**src/rtl/carry_select_adder_16.sv**
```systemverilog
// Registered carry-select adder: {cout,s} = a + b + cin, one cycle of latency.
// Define CSA_RIPPLE_CHECK_EN to add a parallel ripple adder and a registered mismatch flag.
module carry_select_adder_16 #(
    parameter int WIDTH = 16,
    parameter int BLOCK = 4
) (
    input  logic             clk,
    input  logic             rst,
    input  logic             in_valid,
    input  logic [WIDTH-1:0] a,
    input  logic [WIDTH-1:0] b,
    input  logic             cin,
    output logic             out_valid,
    output logic [WIDTH-1:0] s,
    output logic             cout
`ifdef CSA_RIPPLE_CHECK_EN
    ,
    output logic             mismatch
`endif
);

    localparam int NBLK = WIDTH / BLOCK;

    if (WIDTH % BLOCK != 0) begin : g_width_check
        $error("carry_select_adder_16: WIDTH must be a multiple of BLOCK");
    end

    // Full-adder ripple over one block; returns {carry_out, sum}.
    function automatic logic [BLOCK:0] ripple_blk(input logic [BLOCK-1:0] x,
                                                  input logic [BLOCK-1:0] y,
                                                  input logic             c);
        logic [BLOCK-1:0] acc;
        logic             cc;
        cc = c;
        for (int i = 0; i < BLOCK; i++) begin
            acc[i] = x[i] ^ y[i] ^ cc;
            cc     = (x[i] & y[i]) | (cc & (x[i] ^ y[i]));
        end
        return {cc, acc};
    endfunction

    logic [NBLK:0]    blk_carry;
    logic [WIDTH-1:0] sum_cs;

    assign blk_carry[0] = cin;

    for (genvar k = 0; k < NBLK; k++) begin : g_blk
        if (k == 0) begin : g_ripple
            assign {blk_carry[1], sum_cs[BLOCK-1:0]} =
                ripple_blk(a[BLOCK-1:0], b[BLOCK-1:0], cin);
        end else begin : g_select
            logic [BLOCK:0] r0;
            logic [BLOCK:0] r1;
            // Both carry-in hypotheses are computed in parallel; the incoming carry only drives the mux.
            assign r0 = ripple_blk(a[k*BLOCK +: BLOCK], b[k*BLOCK +: BLOCK], 1'b0);
            assign r1 = ripple_blk(a[k*BLOCK +: BLOCK], b[k*BLOCK +: BLOCK], 1'b1);
            assign sum_cs[k*BLOCK +: BLOCK] = blk_carry[k] ? r1[BLOCK-1:0] : r0[BLOCK-1:0];
            assign blk_carry[k+1]           = blk_carry[k] ? r1[BLOCK]     : r0[BLOCK];
        end
    end

    // NOTE: sequential state uses non-blocking assignments so every register samples pre-edge values.
    always_ff @(posedge clk) begin
        if (rst) begin
            out_valid <= 1'b0;
            s         <= '0;
            cout      <= 1'b0;
        end else begin
            out_valid <= in_valid;
            if (in_valid) begin
                s    <= sum_cs;
                cout <= blk_carry[NBLK];
            end
        end
    end

`ifdef CSA_RIPPLE_CHECK_EN
    function automatic logic [WIDTH:0] ripple_full(input logic [WIDTH-1:0] x,
                                                   input logic [WIDTH-1:0] y,
                                                   input logic             c);
        logic [WIDTH-1:0] acc;
        logic             cc;
        cc = c;
        for (int i = 0; i < WIDTH; i++) begin
            acc[i] = x[i] ^ y[i] ^ cc;
            cc     = (x[i] & y[i]) | (cc & (x[i] ^ y[i]));
        end
        return {cc, acc};
    endfunction

    logic [WIDTH:0] ref_sum;
    assign ref_sum = ripple_full(a, b, cin);

    always_ff @(posedge clk) begin
        if (rst) begin
            mismatch <= 1'b0;
        end else if (in_valid) begin
            mismatch <= (ref_sum != {blk_carry[NBLK], sum_cs});
        end
    end
`endif

endmodule

```
**config.mk**
```make
export PLATFORM = sky130hd
export DESIGN_NAME = carry_select_adder_16
export DESIGN_NICKNAME = d
export VERILOG_FILES = /design/src/rtl/carry_select_adder_16.sv
export SDC_FILE = /design/constraint.sdc
export NUM_CORES = 1
export LEC_CHECK = 0
export CORE_AREA = 2 2 64 51
export DETAILED_ROUTE_END_ITERATION = 10
export DIE_AREA = 0 0 66 53
export PLACE_DENSITY = 0.76
export REMOVE_ABC_BUFFERS = 1
export SLEW_MARGIN = 20
export SYNTH_ARGS = -nofsm -noshare
export SYNTH_HDL_FRONTEND = slang
export SYNTH_SLANG_ARGS = --single-unit
```
**constraint.sdc**
```tcl
create_clock -name clk -period 8.7 [get_ports clk]
set_input_delay 1.74 -clock clk [delete_from_list [all_inputs] [get_ports clk]]
set_output_delay 1.74 -clock clk [all_outputs]
set_load 0.02 [all_outputs]
```
==> results of run 1 <==
## power by group
| group | switching (mW) | internal [mW] |
|---|---|---|
| clock network | 0.0264 | 0.0307 |
| registers | 0.00427 | 0.0912 |
| logic | 0.0369 | 0.0446 |
## layout by cell type (no fill, tap or decap), drive strengths merged
cell and count:
nor2 14, ha 6, nand2 2, o22ai 3
fa 13, clkdlybuf4s50 53, dfxtp 18, xor2 3
inv 20, nand2b 4, o21ai 2, a211oi 5
clkbuf 3, mux2i 10
## sequential cells by signal (all words and copies together) (netlist names)
register / flops
s: 16
cout: 1
out_valid: 1
## layer usage
layer	up-vias	global-route usage (%)	share of wire (%)
li1	424	-	-
met1	383	16.4	39
met2	34	28.3	51
met3	0	6.81	9.9
met4	0	2.72	0
met5	-	0	0
## logic make-up after synthesis
| group | synth area share, % |
|---|---|
| AO/OA/AOI/OAI | 6.19 |
| XOR/XNOR | 2.45 |
| adder cells (fa/ha/maj) | 31.3 |
| buffers and inverters | 9.11 |
| flip-flops | 33.6 |
| multiplexers | 9.35 |
| AND/OR/NAND/NOR | 7.94 |
## path summary, 6_finish.rpt
kind          from  endpoint  slack [ns]  cells past startpoint
min reg2reg   s[3]      s[3]        0.48                      2
max reg2reg  s[15]     s[15]        8.01                      2
max           a[0]     s[15]        1.23                     22
min           s[3]      s[3]        0.48                      2
## worst register-to-register path: stages (launching register included)
cell and delay [ns]:
sky130_fd_sc_hd__dfxtp_1 0.33, sky130_fd_sc_hd__nor2_1 0.05, sky130_fd_sc_hd__a211oi_1 0.22
## cell type report
cell class,instances,area (sq um),share of cell area [%]
Inverter,20,75.1,4.50
Tap cell,38,47.5,2.85
Multi-Input combinational cell,62,613,36.8
Timing Repair Buffer,53,531,31.8
Clock buffer,3,41.3,2.48
Sequential cell,18,360,21.6
## metrics by stage
stage               total power, mW  std cells  worst slack [ns]  area (sq um)  hold WS (ns)
floorplan                     0.135        100              1.74          1050         0.547
global placement              0.177        191              1.03          1630         0.468
detailed placement            0.180        191             0.948          1630         0.474
CTS                           0.238        194              1.17          1670         0.482
global route                  0.252        194             0.852          1670         0.508
finish                        0.234        194              1.23          1670         0.479
==> results.md, run 1 <==
CTS:
- For this design, the sink count on the clock tree is 18.
- The post-cts resize count is 0.
- For the worst-skew pair, the clock arrives at the later sink with an insertion delay of 0.24 ns.
- The number of hold buffers added after CTS was 0.
- TritonCTS built the clock tree.
- The buffer type at the clock tree root is sky130_fd_sc_hd__clkbuf_8.
- The post-CTS clock slew at the launch and capture registers of the worst setup and hold paths is 0.06 ns.
- The number of setup buffers added after CTS is 0.
- Counting along the longest clock path gives a buffer depth of 2.
- The total clock buffers created by CTS is 3.
- The number of H-tree branching levels is 1.

Setup path:
- On the critical path the largest part of the delay comes from adder cells.
- The arrival time of the worst setup path is 7.62 ns.
- For this run, the slowest stage of the critical path takes 0.44 ns.
- The cell seen most often among critical-path stages is sky130_fd_sc_hd__fa_1.
- The required time of the critical path is 8.85 ns.
- The worst setup path is launched from a primary input.
- The critical path goes through clkdlybuf4s50_1 -> fa_1 -> fa_1 -> fa_1 -> inv_1 -> fa_1 -> o21ai_0 -> fa_1 -> fa_1 -> inv_1 -> fa_1 -> o21ai_0 -> fa_1 -> fa_1 -> inv_1 -> fa_1 -> mux2i_1 -> fa_1 -> fa_1 -> inv_1 -> fa_1 -> a211oi_1.
- The category of the critical setup timing path is in2reg.
- Along the worst path, the maximum fanout reaches 3.
- Counting both buffers and inverters, the worst setup path holds a total of 5.
- The critical path endpoint category is a flop.
- For this design, the slowest cell found on the critical path is sky130_fd_sc_hd__fa_1.

Drt:
- The detailed-route via count is around 840.
- The final routed wirelength across all metal layers is around 2300 um.
- The remaining antenna violation count after routing is 0.
- The violation count after the first detailed-routing iteration is 15.
- The post-detailed-route DRC marker count is 0.
- The routed via count divided by cell count is approximately 4.3.
- The first-pass detailed-route iteration total is 3.
- In the final routed layout, each cell accounts on average for about 12 um.

Timing:
- Timing would allow up to between 100 and 150 MHz.
- The number of hold-slack violations in the final timing report is 0.
- The post-route minimum period is about 7.5 ns.
- Setup violations remaining at the end of the flow were counted as 0.
- The number of max-slew violations in the final report is 0.
- The relative slew slack is between 30% and 40%.
- Setup repair after global routing left no endpoint under its margin.
- For the final database, setup skew stands at 0 ns.
- For the pin with the worst max-slew slack, the measured transition is about 0.97 ns.
- After layout, the worst path uses 85.9% of the clock period.
- The setup TNS after final layout is 0 ns.

Power and ir drop:
- The worst IR drop on VDD is around 0.089 mV.
- The areal power density over the cells is around 140 nW/um^2.
- In this run the static leakage power is 0.738 nW.

Logic synthesis:
- The Yosys step of the flow raised 0 warnings.
- The synthesized area divided by synthesized cell count is roughly 10 sq um.
- The sequential area share after synthesis is 33.6%.
- Summed over all instances, the cell type with the most area after synthesis is sky130_fd_sc_hd__dfxtp_1.
- The share of the synthesized area in the top cell type is ~34%.
- By area the synthesized netlist is led by sky130_fd_sc_hd__dfxtp_1, sky130_fd_sc_hd__fa_1, sky130_fd_sc_hd__mux2i_1.
- The synthesized netlist occupies a cell area of about 1100 sq um.
- Counting flops and latches in the post-synthesis netlist gives 18.
- Counting flops with an async set or reset pin after synthesis yields a share of 0%.
- The leading register cell type out of synthesis is sky130_fd_sc_hd__dfxtp_1.
- Among all cell types in the netlist, the one instantiated most often is sky130_fd_sc_hd__inv_1.
- In the synthesized netlist, the cells that appear most often are sky130_fd_sc_hd__inv_1, sky130_fd_sc_hd__dfxtp_1, sky130_fd_sc_hd__nor2_1.
- The count of mapped cells out of synthesis is around 100.
- The count of flip-flops with a built-in enable after synthesis is 0.
- Synthesis instantiated 14 different standard cells from the library.

Flow run:
- The total of max-cap violations is 0.

Floorplanning:
- The floorplan step set the die width to approximately 66 um.
- The die extent in y is about 53 um.
- The number of placement rows is 17.
- 54 I/O pins were placed.
- The initial core utilization is 37.6%.
- The total area inside the core boundary comes to between 2000 and 3000 sq um.
- The floorplan step defined a die boundary enclosing roughly 3500 sq um.

Place:
- The final estimated routing congestion in global placement is 0.653.
- The count of port buffers added during placement is between 50 and 60.
- The HPWL reported at the end of detailed placement is ~1900 um.

Cells and area:
- Measured on the finished design, the core utilization comes to between 50 and 60%.
- The number of antenna diodes in the final layout is 0.
- The share of layout cells above drive strength 1 is ~1.9%.
- The final net count is between 200 and 250.
- The number of filler instances in the final layout is 260.
- The area growth from synthesis to layout is 55.7%.

Worst hold path:
- The min-delay analysis places its worst path in the category reg2reg.

GRT:
- The number of global-route vias before repair is 937.
- The first global-routing pass estimated about 3900 um of wire.
- Entering global routing, the biggest net connects 24 pins.
- The number of antenna violations at the first check in global routing was 0.
- Global routing consumed, over all layers together, between 10% and 20% of the routing resources.
- Global routing finished with a remaining overflow of 0.

Run status:
- The run finished with clean final reports.
Power figures use the tool's default switching activity.
==> inputs of run 2 (changes only) <==
==> config.mk (replaced) <==
export PLATFORM = sky130hd
export DESIGN_NAME = carry_select_adder_16
export DESIGN_NICKNAME = d
export VERILOG_FILES = /design/src/rtl/carry_select_adder_16.sv
export SDC_FILE = /design/constraint.sdc
export NUM_CORES = 1
export LEC_CHECK = 0
export CORE_AREA = 2 2 82 65
export DETAILED_ROUTE_END_ITERATION = 10
export DIE_AREA = 0 0 84 67
export REMOVE_ABC_BUFFERS = 1
export SYNTH_ARGS = -nofsm -noshare
export SYNTH_HDL_FRONTEND = slang
export SYNTH_SLANG_ARGS = --single-unit
==> run 2 against run 1 <==
Setup slack got worse by 0.0027 ns; fmax hardly changed; largest power group unchanged; final cell count up 12%; via count is 1.1% higher; global-route usage fell by 6.7 points; total power up 4.7%; count of clock-buffer cells in the layout is 1 higher; non-clock buffer count is the same; sequential cell count is the same.
==> results.md, run 2 (synthesis results as in run 1) <==
Run status:
- The run finished with clean final reports.

Floorplanning:
- The total I/O pin count is 54.
- In this run the vertical extent of the chip is roughly 67 um.
- The initial core utilization is roughly 22%.
- The overall die area is 5630 sq um.
- The floorplan step set the die width to approximately 84 um.
- The area inside the core boundary is around 4800 sq um.
- The initialized floorplan defines 22 standard-cell rows.

CTS:
- TritonCTS built the clock tree.
- The clock latency of the later-clocked register in the worst-skew pair is ~0.25 ns.
- The maximum count of clock buffers along a single path is 2.
- The clock net in this run drives a total of 18 sinks.
- CTS built an H-tree with a depth of 1.
- The total clock buffers created by CTS is 3.
- The number of gates resized after CTS was 0.
- Once the clock tree was built, the setup fixing pass inserted 0 buffers.
- The tree is rooted in a sky130_fd_sc_hd__clkbuf_8.
- The post-CTS clock slew at the launch and capture registers of the worst setup and hold paths is roughly 0.070 ns.
- For this design, the CTS-stage hold fixing added 0 buffers.

GRT:
- The number of antenna violations at the first check in global routing was 0.
- The global-route usage over all layers is about 8.5%.
- The number of global-route vias before repair is 832.
- For this run the aggregate overflow at the end of global routing stands at 0.
- The global-route wire length before repair is 3740 um.
- The maximum number of pins on one net before global-route repair is 24.

Timing:
- The final cycle utilization of the critical path is 85.9%.
- The setup TNS after final layout is 0 ns.
- Setup repair after global routing left no endpoint under its margin.
- The number of max-slew violations in the final report is 0.
- Derived from the worst setup path, the maximum achievable clock frequency is ~130 MHz.
- The relative slew slack is between 30% and 40%.
- Counting I/O delays and the setup requirement, the final critical path takes about 7.5 ns.
- Setup violations remaining at the end of the flow were counted as 0.
- Between clock sinks in the finished design, the worst skew comes to 0 ns.
- The worst-margin pin slew is 1.01 ns.
- The number of hold-slack violations in the final timing report is 0.

Power and ir drop:
- The analysis attributes to cell leakage a power of ~0.75 nW.
- Across the VDD grid, the largest voltage drop is 0.0616 mV.
- The areal power density over the cells is about 140 nW/um^2.
- The completed layout was analyzed and its total power is around 250 uW.

Flow run:
- The total of max-cap violations is 0.

Drt:
- Once detail routing completed, the nets flagged for antenna violations numbered 0.
- The detailed-route via count is 850.
- The first TritonRoute pass finished after 3 iterations.
- The violation count after the first detailed-routing iteration is 11.
- In the final routed layout, each cell accounts on average for 10.3 um.
- In the routed design, unresolved DRC markers number 0.
- The final routed wirelength across all metal layers is ~2200 um.
- In the routed layout, each cell is associated on average with a via count of between 3 and 4.

Cells and area:
- At the end of the flow, the number of nets in the layout was 213.
- The flip-flop count of the largest register, all copies and words added is 16.
- The antenna cell count is 0.
- Relative to the synthesized area, the layout overhead comes to 59.6%.
- The final cell count without fillers is about 220.
- The top register by number of flip-flops is s.
- In the final layout, the registers with the most flip-flops are s (16), cout (1), out_valid (1).
- The library cells used most frequently in the layout, excluding fill and tap cells, are sky130_fd_sc_hd__clkdlybuf4s50_1, sky130_fd_sc_hd__inv_1, sky130_fd_sc_hd__dfxtp_1.
- Leaving out fill and tap cells, the most frequent cell in the layout is sky130_fd_sc_hd__clkdlybuf4s50_1.
- The number of filler instances in the final layout is about 490.
- Of the cells placed in the final design, the portion with a size suffix greater than 1 is under 10%.

Setup path:
- The capturing instance or port of the critical path is s[15].
- In this run the worst setup path begins at a[0].
- The critical path endpoint category is a flop.
- The element type at the critical path start is a primary input.
- The category of the critical setup timing path is in2reg.
- The capture instance of the worst register-to-register path is s[11].
- Of all nets on the critical path, the largest fanout is 3.
- The cell count of the worst reg-to-reg path is 2.
- At the worst endpoint, the arrival time is 7.64 ns.
- The required time of the critical path is roughly 9 ns.
- The slack of the worst reg-to-reg path is between 8 and 9 ns.
- In this run the critical register-to-register path is launched from s[11].

Place:
- The final estimated routing congestion in global placement is about 0.70.
- The count of port buffers added during placement is 53.
- After legalization and detailed placement, the total HPWL measured about 1900 um.
- After detailed placement, the design holds a cell count of roughly 210.

Worst hold path:
- The path class of the lowest-slack min-delay path is reg2reg.
==> run 2: worst min path at each step <==
stage          startpoint  endpoint  slack, ns  cells past startpoint
5_1_grt             s[11]     s[11]       0.50                      2
3_5_place_dp        s[15]     s[15]       0.47                      2
3_3_place_gp         s[4]      s[4]       0.47                      2
6_report            s[15]     s[15]       0.48                      2
2_1_floorplan        cout      cout       0.55                      2
4_1_cts             s[15]     s[15]       0.48                      2
==> run 2: area by class of cell <==
cell class / count / area [sq um] / share of cell area, %
multi-input cells: 62 / 613 / 35.9
repair buffers: 53 / 531 / 31.0
well taps: 60 / 75.1 / 4.39
flip-flops and latches: 18 / 360 / 21.1
clock buffers: 4 / 55.1 / 3.22
inverters: 20 / 75.1 / 4.39
==> run 2: layer usage <==
metal / global-route usage, % / vias to the layer above / share of wire (%)
li1: - / 427 / -
met1: 9.77 / 391 / 43
met2: 14.9 / 32 / 49
met3: 3.10 / 0 / 8.2
met4: 3.02 / 0 / 0
met5: 0 / - / 0
==> run 2: critical path, stage by stage <==
cell and delay (ns):
sky130_fd_sc_hd__clkdlybuf4s50_1 0.43, sky130_fd_sc_hd__fa_1 0.44, sky130_fd_sc_hd__fa_1 0.39, sky130_fd_sc_hd__fa_1 0.37, sky130_fd_sc_hd__inv_1 0.07, sky130_fd_sc_hd__fa_1 0.22
sky130_fd_sc_hd__o21ai_0 0.12, sky130_fd_sc_hd__fa_1 0.41, sky130_fd_sc_hd__fa_1 0.37, sky130_fd_sc_hd__inv_1 0.08, sky130_fd_sc_hd__fa_1 0.21, sky130_fd_sc_hd__o21ai_0 0.12
sky130_fd_sc_hd__fa_1 0.39, sky130_fd_sc_hd__fa_1 0.37, sky130_fd_sc_hd__inv_1 0.10, sky130_fd_sc_hd__fa_1 0.23, sky130_fd_sc_hd__mux2i_1 0.11, sky130_fd_sc_hd__fa_1 0.39
sky130_fd_sc_hd__fa_1 0.38, sky130_fd_sc_hd__inv_1 0.08, sky130_fd_sc_hd__fa_1 0.40, sky130_fd_sc_hd__a211oi_1 0.21
==> run 2: through the flow <==
stage	util [%]	worst slack, ns	instance area [sq um]	hold WS, ns
after detailed placement	34.7	0.907	1650	0.473
after floorplan	-	1.74	1050	0.547
after global routing	35.9	0.833	1710	0.500
final	35.9	1.22	1710	0.481
after global placement	34.7	1.02	1650	0.472
after CTS	35.9	1.16	1710	0.483
==> run 2: where the power goes <==
part	internal [mW]	switching [mW]	leakage, nW
logic	0.0447	0.0371	0.568
clock network	0.0402	0.0283	0.0288
registers	0.0911	0.00396	0.149
==> inputs of run 3 (changes only) <==
--- a/config.mk
+++ b/config.mk
@@ -5,10 +5,10 @@
 export SDC_FILE = /design/constraint.sdc
 export NUM_CORES = 1
 export LEC_CHECK = 0
-export CORE_AREA = 2 2 82 65
+export CORE_AREA = 2 2 64 51
 export DETAILED_ROUTE_END_ITERATION = 10
-export DIE_AREA = 0 0 84 67
-export REMOVE_ABC_BUFFERS = 1
+export DIE_AREA = 0 0 66 53
+export PLACE_DENSITY = 0.73
 export SYNTH_ARGS = -nofsm -noshare
 export SYNTH_HDL_FRONTEND = slang
 export SYNTH_SLANG_ARGS = --single-unit
==> run 3 against run 2 <==
Critical endpoint unchanged; sequential cell count unchanged; count of clock-buffer cells in the layout unchanged; wire length up 4.8%; critical path type unchanged; global-route usage up 5.8 points; sequential share of layout area up 0.35 points; final cell count down 10%; register-to-register slack about the same; clock skew unchanged; total power about the same; setup slack worse by 0.0017 ns.
==> results.md, run 3 (synthesis results as in run 1) <==
Drt:
- After detailed routing, the number of vias per cell comes to 4.44.
- The routed wire length per instance is around 12 um.
- The detailed-route via count is just under 900.
- After detailed routing, no signal wire sits above met4.
- In the final routing, the length of wire on met1 measures 1000 um.
- The final routed wirelength across all metal layers is 2350 um.
- The routed length on met3 is 264 um.
- The violation count after the first detailed-routing iteration is 19.
- For this run, design rule violations remaining after detail routing come to 0.
- The remaining antenna violation count after routing is 0.
- For this run, the detailed router's first-pass iteration total came to 4.
- The met2 layer wire length in the routed design is about 1100 um.

GRT:
- The number of global-route vias before repair was 934.
- The first global-routing pass estimated roughly 3800 um of wire.
- The leftover overflow at the end of global routing is 0.
- The number of antenna violations at the first check in global routing was 0.
- The maximum number of pins on one net before global-route repair is 24.
- Across every metal layer, demand over resource in global routing totals between 10% and 20%.

Place:
- The count of port buffers added during placement is 53.
- Summing all placed instances gives a cell area of around 1600 sq um.
- Timing analysis after detailed placement gives a worst setup slack of about 0.94 ns.
- Detailed placement ended at an HPWL of between 1500 and 2000 um.
- The final estimated routing congestion in global placement is about 0.7.

Floorplanning:
- The area inside the core boundary is roughly 2900 sq um.
- The number of placement rows is 17.
- The total I/O pin count is 54.
- Once the floorplan was initialized, standard cells occupied about 38% of the core.
- The overall die area is between 3000 and 4000 sq um.
- In this run the horizontal extent of the chip is 66 um.
- The die extent in y is roughly 53 um.

Timing:
- On the final layout, the worst clock skew is 0 ns.
- Setup repair after global routing left no endpoint under its margin.
- The number of max-slew violations in the final report is 0.
- For this run, the top clock speed supported by timing is around 130 MHz.
- The least setup slack across all paths after layout is about 1.2 ns.
- The post-route minimum period is 7.48 ns.
- At the pin with the least slew margin, the transition time is 0.970 ns.
- The number of hold-slack violations in the final timing report was 0.
- The final critical path takes up between 80% and 90% of the cycle.
- In the final timing run, aggregate negative setup slack is 0 ns.
- The final setup violation count is 0.
- The worst pin sits at a relative slew slack of between 30% and 40%.

CTS:
- The root buffer cell chosen for the clock tree is sky130_fd_sc_hd__clkbuf_8.
- Clock tree synthesis inserted a total of 3 buffers.
- Hold repair after CTS inserted 0 buffers.
- The later pin in the worst-skew pair is clocked with a latency of 0.25 ns.
- After clock tree synthesis, the repair step resized 0 gates.
- The CTS tree is done.
- The post-CTS clock slew at the launch and capture registers of the worst setup and hold paths is 0.07 ns.
- CTS built an H-tree with a depth of 1.
- The maximum count of clock buffers along a single path is 2.
- The number of sinks driven by the clock tree is 18.
- Buffers added to address setup during post-CTS repair amount to 0.

Cells and area:
- The number of filler instances in the final layout is 265.
- The top register by number of flip-flops is s.
- The share of layout cells above drive strength 1 is ~2.5%.
- The final net count is 213.
- Across the whole layout, storage elements account for ~360 sq um.
- The finished cells cover 1680 sq um.
- The largest registers in the layout are s (16), cout (1), out_valid (1).
- The layout overhead on the synthesized area is 57.0%.
- 0 antenna diodes ended up in the layout.
- The register with the most flip-flops in the layout has 16 of them.
- The most frequent standard cell in the layout excluding fill and tap cells is sky130_fd_sc_hd__clkdlybuf4s50_1.
- The top cell types in the final layout, fill and taps aside, are sky130_fd_sc_hd__clkdlybuf4s50_1, sky130_fd_sc_hd__inv_1, sky130_fd_sc_hd__dfxtp_1.
- In the final layout, the multi-input gates occupy just over 600 sq um.

Power and ir drop:
- The worst IR drop on VDD is 0.0658 mV.
- The areal power density over the cells is 146 nW/um^2.
- The leakage dissipation is approximately 0.75 nW.
- The overall power after layout is about 250 uW.

Setup path:
- The critical-path maximum fanout is 3.
- The arrival time of the worst setup path is 7.64 ns.
- The required time of the critical path is around 8.9 ns.
- The element type at the critical path start is a primary input.
- The category of the critical setup timing path is in2reg.
- The worst setup path is captured at a flop.

Worst hold path:
- In this run the worst hold path is classified as reg2reg.

Flow run:
- The tool flagged a number of max-cap violations equal to 0.

Logic synthesis:
- The number of nets in the synthesized netlist is approximately 160.

Run status:
- The run finished with clean final reports.
run 3: cell counts in the layout (fill, tap and decap cells not counted):
No cell type changed its count.
run 3: report_power, final:
group | total [mW] | leakage [nW] | switching [mW] | internal [mW]
Combinational | 0.0822 | 0.568 | 0.0373 | 0.0449
Sequential | 0.0956 | 0.149 | 0.00446 | 0.0911
Clock | 0.0673 | 0.0288 | 0.0272 | 0.0401
run 3: worst max-delay path, stage by stage:
cell and delay [ns]:
sky130_fd_sc_hd__clkdlybuf4s50_1 0.44, sky130_fd_sc_hd__fa_1 0.44, sky130_fd_sc_hd__fa_1 0.39, sky130_fd_sc_hd__fa_1 0.37
sky130_fd_sc_hd__inv_1 0.07, sky130_fd_sc_hd__fa_1 0.22, sky130_fd_sc_hd__o21ai_0 0.11, sky130_fd_sc_hd__fa_1 0.40
sky130_fd_sc_hd__fa_1 0.38, sky130_fd_sc_hd__inv_1 0.08, sky130_fd_sc_hd__fa_1 0.21, sky130_fd_sc_hd__o21ai_0 0.12
sky130_fd_sc_hd__fa_1 0.39, sky130_fd_sc_hd__fa_1 0.38, sky130_fd_sc_hd__inv_1 0.08, sky130_fd_sc_hd__fa_1 0.22
sky130_fd_sc_hd__mux2i_1 0.13, sky130_fd_sc_hd__fa_1 0.40, sky130_fd_sc_hd__fa_1 0.37, sky130_fd_sc_hd__inv_1 0.07
sky130_fd_sc_hd__fa_1 0.40, sky130_fd_sc_hd__a211oi_1 0.22
run 3: worst paths after layout:
path,from,endpoint,slack (ns),depth (start not counted)
hold / removal,s[3],s[3],0.48,2
setup / recovery,a[0],s[15],1.22,22
hold reg to reg,s[3],s[3],0.48,2
setup reg to reg,cout,cout,8.04,2
run 3: per-layer routing:
layer  vias up  track usage, %
met3         2            5.53
li1        427               -
met5         -               0
met4         0            2.04
met2        38            25.6
met1       399            16.7
run 3: final cells by class:
class	instances	area share, %
inverter	20	4.46
clock buffer	4	3.27
timing repair buffer	53	31.5
multi-input combinational	62	36.5
sequential	18	21.4
tap	38	2.83
run 3: stage by stage:
step | instances | utilization (%) | hold slack, ns
finish | 195 | 59.0 | 0.482
global route | 195 | 59.0 | 0.510
CTS | 195 | 59.0 | 0.482
detailed placement | 191 | 57.1 | 0.470
global placement | 191 | 57.1 | 0.467
floorplan | 104 | - | 0.549
==> variant 1: new RTL, flow settings as in run 2 <==
Put one more register stage on the output `cout`, cleared by the reset. The value now appears one clock later. The other outputs are not delayed to match. Comments in the files are not updated.
--- a/src/rtl/carry_select_adder_16.sv
+++ b/src/rtl/carry_select_adder_16.sv
@@ -20,6 +20,8 @@
 );
 
     localparam int NBLK = WIDTH / BLOCK;
+
+    logic cout_s0;
 
     if (WIDTH % BLOCK != 0) begin : g_width_check
         $error("carry_select_adder_16: WIDTH must be a multiple of BLOCK");
@@ -64,12 +66,12 @@
         if (rst) begin
             out_valid <= 1'b0;
             s         <= '0;
-            cout      <= 1'b0;
+            cout_s0   <= 1'b0;
         end else begin
             out_valid <= in_valid;
             if (in_valid) begin
                 s    <= sum_cs;
-                cout <= blk_carry[NBLK];
+                cout_s0 <= blk_carry[NBLK];
             end
         end
     end
@@ -100,5 +102,13 @@
     end
 `endif
 
+    always_ff @(posedge clk) begin
+        if (rst) begin
+            cout <= '0;
+        end else begin
+            cout <= cout_s0;
+        end
+    end
+
 endmodule
 
Behaviour: not the same (a bounded check fails within 4 cycles, from zero or initial values and one cycle with rst high).
==> variant 1 against run 2 <==
  * Synthesized area is 2.5% higher
  * Hold slack worse by 0.019 ns
  * Total power is 0.46% lower
  * Setup slack better by 0.012 ns
  * Register-to-register slack hardly changed
  * Design area is 1.0% higher
  * Sequential cell count is 1 higher
  * Routed wire length is 3.1% lower
==> variant 1: results (changes against run 2) <==
DP Area=1680 um^2 (was 1650 um^2); CTS H-tree depth=1 (unchanged); status=complete, no violations (unchanged); Iter 0 DRT Violations=6 (was 11); HP Start=cout_s0 (was s[15]); Hold/Removal Path Class=reg2reg (unchanged); clock-pin slew on the worst setup and hold paths=0.07 ns (about the same); dpl hpwl=1.76 mm (was 1.85 mm); IR Drop Worst-Case VDD=0.0000603 V (was 0.0000616 V); first drt pass iteration count=3 (unchanged); Post-synth top cells=inv_1, dfxtp_1, nor2_1 (unchanged); vias in the first global route=855 (was 832); Largest register FFs=16 (unchanged); CTS Root Buffer Type=clkbuf_8 (unchanged); Fillers=489 (was 493); Seq/Total Area, Yosys=34.7% (was 33.6%); Hold Path Depth=1 (was 2); Static Leak=0.752 nW (was 0.745 nW); gpl congestion=0.649 (was 0.698); layout cells sized above 1=2.52% (was 2.55%); yosys warns=0 (unchanged); largest cells by area after synthesis=dfxtp_1, fa_1, mux2i_1 (unchanged); PortBufs=53 (unchanged); Total Routing Usage GR=8.83% (was 8.55%); Synth cell types=15 (was 14); Worst EP arrival=7.63 ns (was 7.64 ns); drt total wl=2.17 mm (was 2.24 mm); Hold EP=cout (was s[15]); Max Root-Sink Buffers=2 (unchanged); Async S/R FF share, synth=0% (unchanged); Final #Nets=215 (was 213); worst-skew pair later-pin latency=0.25 ns (about the same); n_diodes=0 (unchanged); CTS Buf Count=3 (unchanged); largest net degree at the start of global routing=24 (unchanged); first-pass GRT wire length=3.76 mm (was 3.74 mm); worst reg2reg path depth=2 (unchanged); Layout Skew=0.000761 ns (was 0 ns); Top reg by flops=s (unchanged); R2R Setup Slk=8.03 ns (was 8.04 ns); Reg-to-Reg End=s[3] (was s[11]); Vias=832 (was 850); Crit Path Max Fanout=3 (unchanged); Post-synth top flop=dfxtp_1 (unchanged); Worst slew margin=33.6% (was 32.5%); hold slack=0.462 ns (was 0.481 ns); R2R Path Start=s[3] (was s[11]); # resized after CTS=0 (unchanged); antenna violations before repair=0 (unchanged)
[variant 1: changes by cell type after synthesis, sizes merged]
| cell | delta |
|---|---|
| dfxtp | +1 |
| nor2b | +1 |
[variant 1: metrics by stage]
stage	setup slack, ns	instances	total power, mW	utilization (%)
global placement	0.901	215	0.184	35.3
detailed placement	0.889	215	0.185	35.3
CTS	1.14	219	0.248	36.3
finish	1.24	219	0.244	36.3
global route	0.912	219	0.263	36.3
floorplan	1.74	102	0.140	-
[variant 1: kinds of logic after synthesis]
group / Yosys count / synth area share [%]
AOI/OAI and AO/OA: 10 / 6.04
muxes: 10 / 9.12
buffers and inverters: 24 / 8.89
xor gates and xnor gates: 3 / 2.39
adders and majority gates: 19 / 30.6
DFF: 19 / 34.7
and+or+nand+nor: 21 / 8.32
[variant 1: area by class of cell]
type	count	share of cell area, %
timing repair buffer	53	30.7
clock inverter	1	0.290
inverter	20	4.35
multi-input combinational	63	35.9
clock buffer	3	2.39
sequential	19	22.0
tap	60	4.35
[variant 1: worst max-delay path by stage]
stage	startpoint	to
floorplan	a[0]	s[15]
global placement	a[0]	s[15]
detailed placement	a[0]	s[15]
CTS	a[0]	s[15]
global route	a[0]	s[15]
finish	a[0]	s[15]
[variant 1: metal layers]
layer  wire, um  track usage, %  share of wire [%]  up-vias
li1           -               -                  -      431
met1        933            10.4                 43      363
met2        979            14.0                 45       36
met3        228            4.46                 11        2
met4         29            3.02                1.3        0
met5          0               0                  0        -
[variant 1: critical path, cell delays in order]
cell	delay, ns
clkdlybuf4s50_1	0.43
fa_1	0.44
fa_1	0.38
fa_1	0.36
inv_1	0.07
fa_1	0.22
o21ai_0	0.12
fa_1	0.41
fa_1	0.37
inv_1	0.07
fa_1	0.22
o21ai_0	0.13
fa_1	0.39
fa_1	0.39
inv_1	0.08
fa_1	0.25
mux2i_1	0.12
fa_1	0.39
fa_1	0.37
inv_1	0.07
fa_1	0.40
a211oi_1	0.21
[variant 1: report_power, final]
part | internal [mW] | switching (mW)
logic | 0.0446 | 0.0365
clock network | 0.0319 | 0.0314
registers | 0.0959 | 0.00392
total | 0.172 | 0.0718
==> variant 2: new RTL, settings of run 2 <==
Made on the original files. Set the parameter `WIDTH` to 32 (it was 16).
--- a/src/rtl/carry_select_adder_16.sv
+++ b/src/rtl/carry_select_adder_16.sv
@@ -1,7 +1,7 @@
 // Registered carry-select adder: {cout,s} = a + b + cin, one cycle of latency.
 // Define CSA_RIPPLE_CHECK_EN to add a parallel ripple adder and a registered mismatch flag.
 module carry_select_adder_16 #(
-    parameter int WIDTH = 16,
+    parameter int WIDTH = 32,
     parameter int BLOCK = 4
 ) (
     input  logic             clk,
Interface: changed (resized a, b and s); port bits go from 54 to 102. No check against the original RTL was run, so the function may have changed too.
==> variant 2 against run 2 <==
  * The flow now finishes with violations (setup timing)
  * Setup slack worse by 4.0 ns
  * Total power up 100%
  * Routed wire length up 110%
  * Synthesized area up 100%
  * Global-route usage up 10 points
  * Design area up 100%
  * Sequential cell count up 16
  * Clock power up 75%
  * Critical path type unchanged
  * Highest routed layer is now met4
==> variant 2: results (changes against run 2) <==
status=complete, but fails checks (was complete, no violations); violated checks=setup timing; largest net degree at the start of global routing=46 (was 24); fin worst setup slack=-2.73 ns (was 1.22 ns); vias in the first global route=1872 (was 832); Post-synth top cells=inv_1, dfxtp_1, nor2_1 (unchanged); largest cells by area after synthesis=dfxtp_1, fa_1, mux2i_1 (unchanged); R2R Path Start=s[24] (was s[11]); GR Util met3=5.70% (was 3.10%); PortBufs=101 (was 53); Layout Cells excl Fill=379 (was 217); endpoints failing setup=10 (was 0); internal power=0.343 mW (was 0.176 mW); worst slack, placed=-4.32 ns (was 0.907 ns); gpl congestion=0.760 (was 0.698); Seq/Total Area, Yosys=31.8% (was 33.6%); Worst EP arrival=11.64 ns (was 7.64 ns); first drt pass iteration count=4 (was 3); CTS H-tree depth=2 (was 1); met3 WL=392 um (was 184 um); Worst slew margin=30.7% (was 32.5%); first-pass GRT wire length=8.16 mm (was 3.74 mm); TNS Setup=-15.83 ns (was 0 ns); Post-CTS Setup Bufs=5 (was 0); DP Area=3210 um^2 (was 1650 um^2); Comb power frac=38.8% (was 33.3%); Total Routing Usage GR=18.7% (was 8.55%); Final #Nets=425 (was 213); worst-skew pair later-pin latency=0.28 ns (was 0.25 ns); Static Leak=1.51 nW (was 0.745 nW); IR Drop Worst-Case VDD=0.0000871 V (was 0.0000616 V); CTS Buf Count=5 (was 3); Max Used Layer=met4 (was met3); post-layout util=73.4% (was 35.9%); Reg-to-Reg End=s[24] (was s[11])
[variant 2: cell count changes after synthesis, sizes merged, moves of 4 or more]
cell	before	now
buf	4	8
a211oi	5	11
ha	6	14
nor2	14	31
mux2i	10	20
dfxtp	18	34
fa	13	25
inv	20	35
[variant 2: worst min path at each step]
stage,startpoint,to,cells past startpoint
2_1_floorplan,cout,cout,2
6_report,s[15],s[15],2
3_5_place_dp,s[15],s[15],2
4_1_cts,s[15],s[15],2
3_3_place_gp,s[15],s[15],2
5_1_grt,s[11],s[11],2
[variant 2: area by class of cell]
cell class | count | area share, %
multi-input cells | 125 | 39.6
repair buffers | 117 | 32.3
flip-flops and latches | 34 | 19.5
inverters | 35 | 3.76
clock buffers | 7 | 2.47
well taps | 60 | 2.15
clock inverters | 1 | 0.143
[variant 2: cell families after synthesis]
logic type | share of synthesized area [%]
fa+ha+maj | 31.5
xor+xnor | 2.86
compound gates | 7.13
flops | 31.8
mux | 9.35
buf+inv | 9.93
simple gates | 7.42
